## src/rtl/gpio_event_capture_pkg.sv

```systemverilog
// Shared types and sizing helpers for the GPIO event capture block.
package gpio_event_pkg;

  typedef enum logic {
    ARMING = 1'b0,
    ARMED  = 1'b1
  } arm_state_e;

  // Width of a counter that must hold values 0..n.
  function automatic int unsigned cnt_width(input int unsigned n);
    return (n < 1) ? 1 : $clog2(n + 1);
  endfunction

  localparam int unsigned FILTER_CNT_W_DEFAULT = cnt_width(4);

endpackage

```

## src/rtl/gpio_event_capture_if.sv

```systemverilog
// Pin-side and gpio_in/gpio_out-side signal bundle for gpio_event_capture.
interface gpio_event_capture_if #(
  parameter int unsigned WIDTH = 128
) ();

  // No handshake: every signal is a level, valid on every clock. The host
  // side drives pins/clear; the capture block drives the rest.
  logic [WIDTH-1:0] pins;
  logic [WIDTH-1:0] clear;
  logic [WIDTH-1:0] level;
  logic [WIDTH-1:0] rise_evt;
  logic [WIDTH-1:0] fall_evt;
  logic             irq;
  logic             armed;

  modport master (
    output pins, clear,
    input  level, rise_evt, fall_evt, irq, armed
  );

  modport slave (
    input  pins, clear,
    output level, rise_evt, fall_evt, irq, armed
  );

endinterface

```

## src/rtl/gpio_event_capture_bit.sv

```systemverilog
// One pin: synchronizer, glitch filter, level flop, clear edge detect and
// sticky rise/fall flags.
module gpio_event_bit
  import gpio_event_pkg::*;
#(
  parameter int unsigned SYNC_STAGES   = 2,
  parameter int unsigned FILTER_CYCLES = 4
) (
  input  logic clk,
  input  logic rst,
  input  logic arming_i,
  input  logic pin_i,
  input  logic clear_i,
  output logic level_o,
  output logic rise_o,
  output logic fall_o
);

  localparam int unsigned CNT_W = cnt_width(FILTER_CYCLES);
  localparam logic [CNT_W-1:0] CNT_LAST = CNT_W'(FILTER_CYCLES - 1);

  logic [SYNC_STAGES-1:0] sync_q;
  logic [CNT_W-1:0]       cnt_q, cnt_d;
  logic                   level_q, level_d;
  logic                   rise_q, rise_d;
  logic                   fall_q, fall_d;
  logic                   clear_q;
  logic                   sync;
  logic                   clr;
  logic                   rise_edge;
  logic                   fall_edge;

  always_comb begin
    sync      = sync_q[SYNC_STAGES-1];
    clr       = clear_i & ~clear_q;
    level_d   = level_q;
    cnt_d     = '0;
    rise_edge = 1'b0;
    fall_edge = 1'b0;
    if (arming_i) begin
      level_d = sync;
    end else if (sync != level_q) begin
      if (cnt_q == CNT_LAST) begin
        level_d   = sync;
        rise_edge = sync;
        fall_edge = ~sync;
      end else begin
        cnt_d = cnt_q + 1'b1;
      end
    end
    // A new edge wins over a clear arriving in the same cycle.
    rise_d = (rise_q & ~clr) | rise_edge;
    fall_d = (fall_q & ~clr) | fall_edge;
  end

  always_ff @(posedge clk) begin
    if (rst) begin
      sync_q  <= '0;
      cnt_q   <= '0;
      level_q <= 1'b0;
      rise_q  <= 1'b0;
      fall_q  <= 1'b0;
      clear_q <= 1'b0;
    end else begin
      sync_q  <= {sync_q[SYNC_STAGES-2:0], pin_i};
      cnt_q   <= cnt_d;
      level_q <= level_d;
      rise_q  <= rise_d;
      fall_q  <= fall_d;
      clear_q <= clear_i;
    end
  end

  assign level_o = level_q;
  assign rise_o  = rise_q;
  assign fall_o  = fall_q;

endmodule

```

## src/rtl/gpio_event_capture.sv

```systemverilog
// Bank of WIDTH pin capture slices plus the post-reset arming sequencer and
// the registered interrupt summary.
module gpio_event_capture
  import gpio_event_pkg::*;
#(
  parameter int unsigned WIDTH         = 128,
  parameter int unsigned SYNC_STAGES   = 2,
  parameter int unsigned FILTER_CYCLES = 4
) (
  input  logic                 clk,
  input  logic                 rst,
  gpio_event_capture_if.slave  bus,
  output arm_state_e           dbg_state_o
);

  // Arming spans the synchronizer fill plus one filter window, so levels
  // are seeded from real pin state before any edge can be reported.
  localparam int unsigned ARM_CYCLES = SYNC_STAGES + FILTER_CYCLES;
  localparam int unsigned ARM_W      = cnt_width(ARM_CYCLES);
  localparam logic [ARM_W-1:0] ARM_LAST = ARM_W'(ARM_CYCLES - 1);

  arm_state_e       state_q, state_d;
  logic [ARM_W-1:0] arm_cnt_q, arm_cnt_d;
  logic             irq_q;
  logic             arming;
  logic [WIDTH-1:0] level_w;
  logic [WIDTH-1:0] rise_w;
  logic [WIDTH-1:0] fall_w;

  always_comb begin
    state_d   = state_q;
    arm_cnt_d = arm_cnt_q;
    case (state_q)
      ARMING: begin
        if (arm_cnt_q == ARM_LAST) begin
          state_d   = ARMED;
          arm_cnt_d = '0;
        end else begin
          arm_cnt_d = arm_cnt_q + 1'b1;
        end
      end
      ARMED:   state_d = ARMED;
      default: state_d = ARMING;
    endcase
  end

  always_ff @(posedge clk) begin
    if (rst) begin
      state_q   <= ARMING;
      arm_cnt_q <= '0;
      irq_q     <= 1'b0;
    end else begin
      state_q   <= state_d;
      arm_cnt_q <= arm_cnt_d;
      irq_q     <= (|rise_w) | (|fall_w);
    end
  end

  assign arming = (state_q == ARMING);

  for (genvar i = 0; i < WIDTH; i++) begin : g_bit
    gpio_event_bit #(
      .SYNC_STAGES   (SYNC_STAGES),
      .FILTER_CYCLES (FILTER_CYCLES)
    ) u_bit (
      .clk      (clk),
      .rst      (rst),
      .arming_i (arming),
      .pin_i    (bus.pins[i]),
      .clear_i  (bus.clear[i]),
      .level_o  (level_w[i]),
      .rise_o   (rise_w[i]),
      .fall_o   (fall_w[i])
    );
  end

  assign bus.level    = level_w;
  assign bus.rise_evt = rise_w;
  assign bus.fall_evt = fall_w;
  assign bus.irq      = irq_q;
  assign bus.armed    = (state_q == ARMED);
  assign dbg_state_o  = state_q;

endmodule
```

## src/flat_wrapper.sv

```systemverilog
// flat-port wrapper written by rule: the top's interface ports become plain ports
module gpio_event_capture_flat import gpio_event_pkg::*;
#(
  parameter int unsigned WIDTH         = 128,
  parameter int unsigned SYNC_STAGES   = 2,
  parameter int unsigned FILTER_CYCLES = 4
)
  (clk, rst, dbg_state_o, bus_pins, bus_clear, bus_level, bus_rise_evt, bus_fall_evt, bus_irq, bus_armed);
  gpio_event_capture_if #(.WIDTH(WIDTH)) bus_i ();
  input  logic clk;
  input  logic rst;
  output arm_state_e dbg_state_o;
  input wire logic [$bits(bus_i.pins)-1:0] bus_pins;
  input wire logic [$bits(bus_i.clear)-1:0] bus_clear;
  output wire logic [$bits(bus_i.level)-1:0] bus_level;
  output wire logic [$bits(bus_i.rise_evt)-1:0] bus_rise_evt;
  output wire logic [$bits(bus_i.fall_evt)-1:0] bus_fall_evt;
  output wire logic [$bits(bus_i.irq)-1:0] bus_irq;
  output wire logic [$bits(bus_i.armed)-1:0] bus_armed;
  assign bus_i.pins = bus_pins;
  assign bus_i.clear = bus_clear;
  assign bus_level = bus_i.level;
  assign bus_rise_evt = bus_i.rise_evt;
  assign bus_fall_evt = bus_i.fall_evt;
  assign bus_irq = bus_i.irq;
  assign bus_armed = bus_i.armed;
  gpio_event_capture #(.WIDTH(WIDTH), .SYNC_STAGES(SYNC_STAGES), .FILTER_CYCLES(FILTER_CYCLES)) u_core (.clk(clk), .rst(rst), .bus(bus_i), .dbg_state_o(dbg_state_o));
endmodule
```

## config.mk

```make
export PLATFORM = sky130hd
export DESIGN_NAME = gpio_event_capture_flat
export DESIGN_NICKNAME = d
export VERILOG_FILES = /design/src/rtl/gpio_event_capture_pkg.sv /design/src/rtl/gpio_event_capture_if.sv /design/src/rtl/gpio_event_capture_bit.sv /design/src/rtl/gpio_event_capture.sv /design/src/flat_wrapper.sv
export SDC_FILE = /design/constraint.sdc
export NUM_CORES = 2
export LEC_CHECK = 0
export CELL_PAD_IN_SITES_DETAIL_PLACEMENT = 0
export CELL_PAD_IN_SITES_GLOBAL_PLACEMENT = 1
export CORE_AREA = 4 4 355 357
export DETAILED_ROUTE_END_ITERATION = 10
export DIE_AREA = 0 0 359 361
export PLACE_DENSITY = 0.82
export SYNTH_ARGS = -nofsm -noshare
export SYNTH_HDL_FRONTEND = slang
export SYNTH_SLANG_ARGS = --single-unit
```

## constraint.sdc

```tcl
create_clock -name clk -period 1.28 [get_ports clk]
set_input_delay 0.256 -clock clk [delete_from_list [all_inputs] [get_ports clk]]
set_output_delay 0.256 -clock clk [all_outputs]
set_load 0.02 [all_outputs]
```

## Word-level counts from Yosys, hierarchy flattened

Cells that the tools add are included.

- Reduce and logical (&&, ||, !) cells: 258
- Mux-type cells: 1155
- Add/subtract/negate cells: 129
- Eq/ne operators: 513
- Bitwise gates (word level): 1154

Operator list:

| operator | count |
|---|---|
| $mux W1 | 1153 |
| $not A1 Y1 | 513 |
| $ne A2 B2 Y1 const B | 256 |
| $reduce_or A4 Y1 | 128 |
| $add A3 B1 Y3 const B | 129 |
| $and A1 B1 Y1 | 384 |
| $eq A3 B2 Y1 const B | 128 |
| $or A1 B1 Y1 | 257 |
| $reduce_and A2 Y1 | 128 |
| $reduce_or A128 Y1 | 2 |
| $ne A1 B1 Y1 | 128 |
| $eq A3 B3 Y1 const B | 1 |
| $mux W3 | 1 |
| $pmux W1 S2 | 1 |

- Bits in registers: 1157
- Output and inout port bits: 387

## Longest topological paths before layout

- Depth after elaboration: 5
- Mapped depth: 6
- Gate-level depth less buffers: 5

## By module

A second synthesis with hierarchy kept.

- Cell total of the unflattened synthesis: 4200
- Area total of the unflattened synthesis: 42358.1 um^2

By module, submodules not included:

| module | cells each | seq. area each (um^2) | times used | area an instance (um^2) |
|---|---|---|---|---|
| gpio_event_bit | 32 | 180.2 | 128 | 325.3 |
| gpio_event_capture | 104 | 100.1 | 1 | 718.2 |

## Least setup slack after synthesis

No wires, ideal clock.

- Kind: flip-flop to flip-flop
- Start: register u_core.state_q, in the netlist u_core.bus.armed
- End: register u_core.g_bit[102].u_bit.level_q
- Required time: 1152 ps
- Clock period less this slack: 1501 ps
- Stages on the path, launching flop included: 7
- Arrival: 1373 ps
- Slack: -221 ps
- Cells stage by stage: dfxtp_1 -> buf_4 -> buf_2 -> clkbuf_1 -> nand2b_1 -> mux2i_1 -> nor2_1

- Word-level cells in the longest chain between the ends: 2
- Elaborated cells between the ends (all ways): 4
- Classes of those cells: 2 x eq/ne; 1 x mux; 1 x reduce/logical

Ends and longest elaborated chain:

| element | line | text |
|---|---|---|
| start: declaration | gpio_event_capture.sv:22 | `arm_state_e state_q, state_d;` |
| start signal: assignment | gpio_event_capture.sv:53 | `state_q <= state_d;` |
| $ne A2 B2 Y1 (no line) | - |  |
| $reduce_and A2 Y1 (no line) | - |  |
| end signal: assignment | gpio_event_capture_bit.sv:67 | `level_q <= level_d;` |
| end: declaration | gpio_event_capture_bit.sv:24 | `logic level_q, level_d;` |

Parallel ways exist; a longest one is shown, timed or not.
A chain may end at the register's enable or synchronous reset.

## Worst setup path after layout

- Start: register u_core.g_bit[123].u_bit.rise_q
- End: register u_core.irq_q, in the netlist u_core.bus.irq

- Word-level cells in the longest chain between the ends: 2

Ends and longest elaborated chain:

| element | line | text |
|---|---|---|
| start: declaration | gpio_event_capture_bit.sv:25 | `logic rise_q, rise_d;` |
| start signal: assignment | gpio_event_capture_bit.sv:68 | `rise_q <= rise_d;` |
| $reduce_or A128 Y1 | gpio_event_capture.sv:55 | `irq_q <= (\|rise_w) \| (\|fall_w);` |
| $or A1 B1 Y1 | gpio_event_capture.sv:55 |  |
| end signal: assignment | gpio_event_capture.sv:55 |  |
| end: declaration | gpio_event_capture.sv:24 | `logic irq_q;` |

No other way between the ends.

==> run metrics <==
Min-Delay Path Class=in -> reg; CP Data Arrival Time=2440 ps; Final period util=1.46; Setup Skew=31.4 ps; failing checks=negative setup slack; slew margin rel.=0.732; Root Buffer=clkbuf_16; TritonCTS Buffers=130; clk_lat worst skew=740 ps; H-tree depth=4; top post-synthesis cells by area=dfxtp_1, ha_1, buf_4, nor2b_1, nand4b_1; max frequency=536 MHz; layout cells sized above 1=0.409; Max Root-Sink Buffers=3; WL/cell=19.6 um; # setup viols final=1117; VDD IR-drop max=1220 uV; Slew Limit Fails=0; clk sink count=1157; CTS clk-pin slew, worst paths=60 ps; dpl ws=-1190 ps; Synth cell types=26; Syn Inst Count=4599; hpwl dp=102000 um; GRT overflow=0; WS Path Type=reg -> reg; crit end category=flop; Post-synth ARST share=0; Startpoint Class=flop; Placed Area=56300 um^2; Remaining DRCs=0; share of the synthesized area in the top cell type=0.499; final worst slack=-586 ps; Crit Path Max Fanout=2; CTS tree=done; ys flop type=dfxtp_1; Synth Area per Inst=10.1 um^2; Final min period=1870 ps; first-iteration detailed-routing DRC count=1626; vias per std cell=4.63; post-synthesis register bit count=1157; Reg2Reg Setup Slack=-590 ps; Pleak=26.9 nW; RSZ-0062 raised after global routing=true; die area=130000 um^2; hold_ws=64.6 ps; register area share after synthesis=0.499; status=finished with violations; Final Instance Area=66400 um^2; largest net degree at the start of global routing=59; largest area contributor in the netlist=dfxtp_1; GP Congestion=0.868; site row count=129; Cell Area, Synth=46400 um^2; initial antenna violation count=32; Worst Max-Slew Pin Slew=398 ps; setup TNS=-283070 ps; Die X=359 um; filler instances=10482; PortBufs=644; final hold vios=0; vias in the first global route=33776; synthesized net count=5113; via total after detailed routing=34037; antenna-violating nets left=0; Post-synth EDFFs=0; total global-route track usage=0.205; Final nets=6115; Die Y=361 um; max_cap viols=0; I/O pin total=645; drt pass-1 iters=5; Cell Pwr Density=1180 nW/um^2; Syn. warnings=0; Core ar.=123000 um^2; area delta synth->final=43.2%; Routed WL=144000 um; initial core utilization=0.377; global-route wire length before repair=204000 um; required time of the critical path=1850 ps
-- per-layer routing --
metal / global-route usage / wire [um]
met5: 0 / 83
met3: 0.0613 / 9320
met4: 0.0587 / 3520
met1: 0.247 / 60500
met2: 0.354 / 70300
-- cells in the mapped netlist, types with 2 or more instances --
master / n
nor2_2: 300
buf_4: 386
clkbuf_1: 80
nand4b_1: 256
ha_1: 256
xnor2_1: 128
dfxtp_1: 1157
nor2b_1: 384
buf_2: 39
buf_6: 14
or3_1: 28
inv_1: 257
a21oi_1: 258
nand2b_1: 257
nor3_1: 2
or3_4: 100
nor4_1: 68
nand4_1: 16
mux2i_1: 128
nand2_1: 256
nor2_1: 216
buf_1: 9
-- logic make-up (layout without fill, tap and decap cells) --
family / count (synthesis) / count (layout) / share of synthesized area
AOI/OAI and AO/OA: 260 / 260 / 0.0282
and+or+nand+nor: 1884 / 1885 / 0.253
muxes: 128 / 128 / 0.0276
adders and majority gates: 256 / 256 / 0.0691
DFF: 1157 / 1157 / 0.499
xor gates and xnor gates: 129 / 129 / 0.0244
buffers and inverters: 785 / 1886 / 0.0981
other: 0 / 12 / 0
-- worst max-delay path, cell delays in order (launching register included) --
cell and delay [ps]:
dfxtp_2 340, nor4_4 380, buf_4 170, nand4_1 210, nor4_4 430, a41oi_1 160
-- final cells by class --
type	instances	area [um^2]	area share
sequential	1157	23800	0.358
multi-input combinational	2658	20000	0.301
timing repair buffer	1397	15400	0.231
clock buffer	188	3730	0.0561
tap	1637	2050	0.0308
inverter	257	965	0.0145
clock inverter	44	541	0.00814
antenna	12	30.0	0.000452
-- through the flow --
stage	cells	util	power, mW
global route	7345	0.540	81.2
global placement	6929	0.458	41.5
floorplan	4599	-	39.7
detailed placement	6929	0.458	41.6
CTS	7296	0.524	79.1
finish	7350	0.540	78.6
-- power breakdown --
group / switching, mW / internal, mW
registers: 0.409 / 36.7
clock network: 15.3 / 22.2
logic: 1.80 / 2.29
-- repair_timing --
| action | 4_1_cts | 5_1_grt |
|---|---|---|
| resized for setup | 2457 | 262 |
| hold buffers | 1 | 0 |
| cloned | 14 | 28 |
| endpoints found under the setup margin | 966 | 1132 |
| setup buffers | 130 | 33 |
| pin swaps | 29 | 170 |
| hold endpoints to repair | 6 | 0 |
-- layout by cell type, fill, tap and decap left out, drive strengths merged, types with 68 or more instances in the layout --
| cell | count |
|---|---|
| xnor2 | 128 |
| clkbuf | 212 |
| nor2b | 384 |
| inv | 264 |
| or3 | 128 |
| dfxtp | 1157 |
| nor4 | 68 |
| mux2i | 128 |
| nand2 | 256 |
| nand4b | 256 |
| clkdlybuf4s50 | 256 |
| a21oi | 258 |
| buf | 1114 |
| nor2 | 516 |
| ha | 256 |
| nand2b | 259 |
-- sequential cells by signal (all words and copies together), names as in the netlist --
signal	count
u_core.arm_cnt_q	3
u_core.bus.armed	1
u_core.bus.irq	1
u_core.g_bit.u_bit.clear_q	128
u_core.g_bit.u_bit.cnt_q	384
u_core.g_bit.u_bit.fall_o	128
u_core.g_bit.u_bit.level_o	128
u_core.g_bit.u_bit.rise_o	128
u_core.g_bit.u_bit.sync_q	256
-- worst paths after layout --
kind / startpoint / end / cells after the start
min: bus_pins[42] / u_core.g_bit[42].u_bit.sync_q[0] / 2
max reg2reg: u_core.g_bit[123].u_bit.rise_o / u_core.bus.irq / 5
min reg2reg: u_core.g_bit[87].u_bit.cnt_q[0] / u_core.g_bit[87].u_bit.cnt_q[0] / 1
max: u_core.g_bit[123].u_bit.rise_o / u_core.bus.irq / 5
Note: power is estimated with default switching activity, not from simulation.
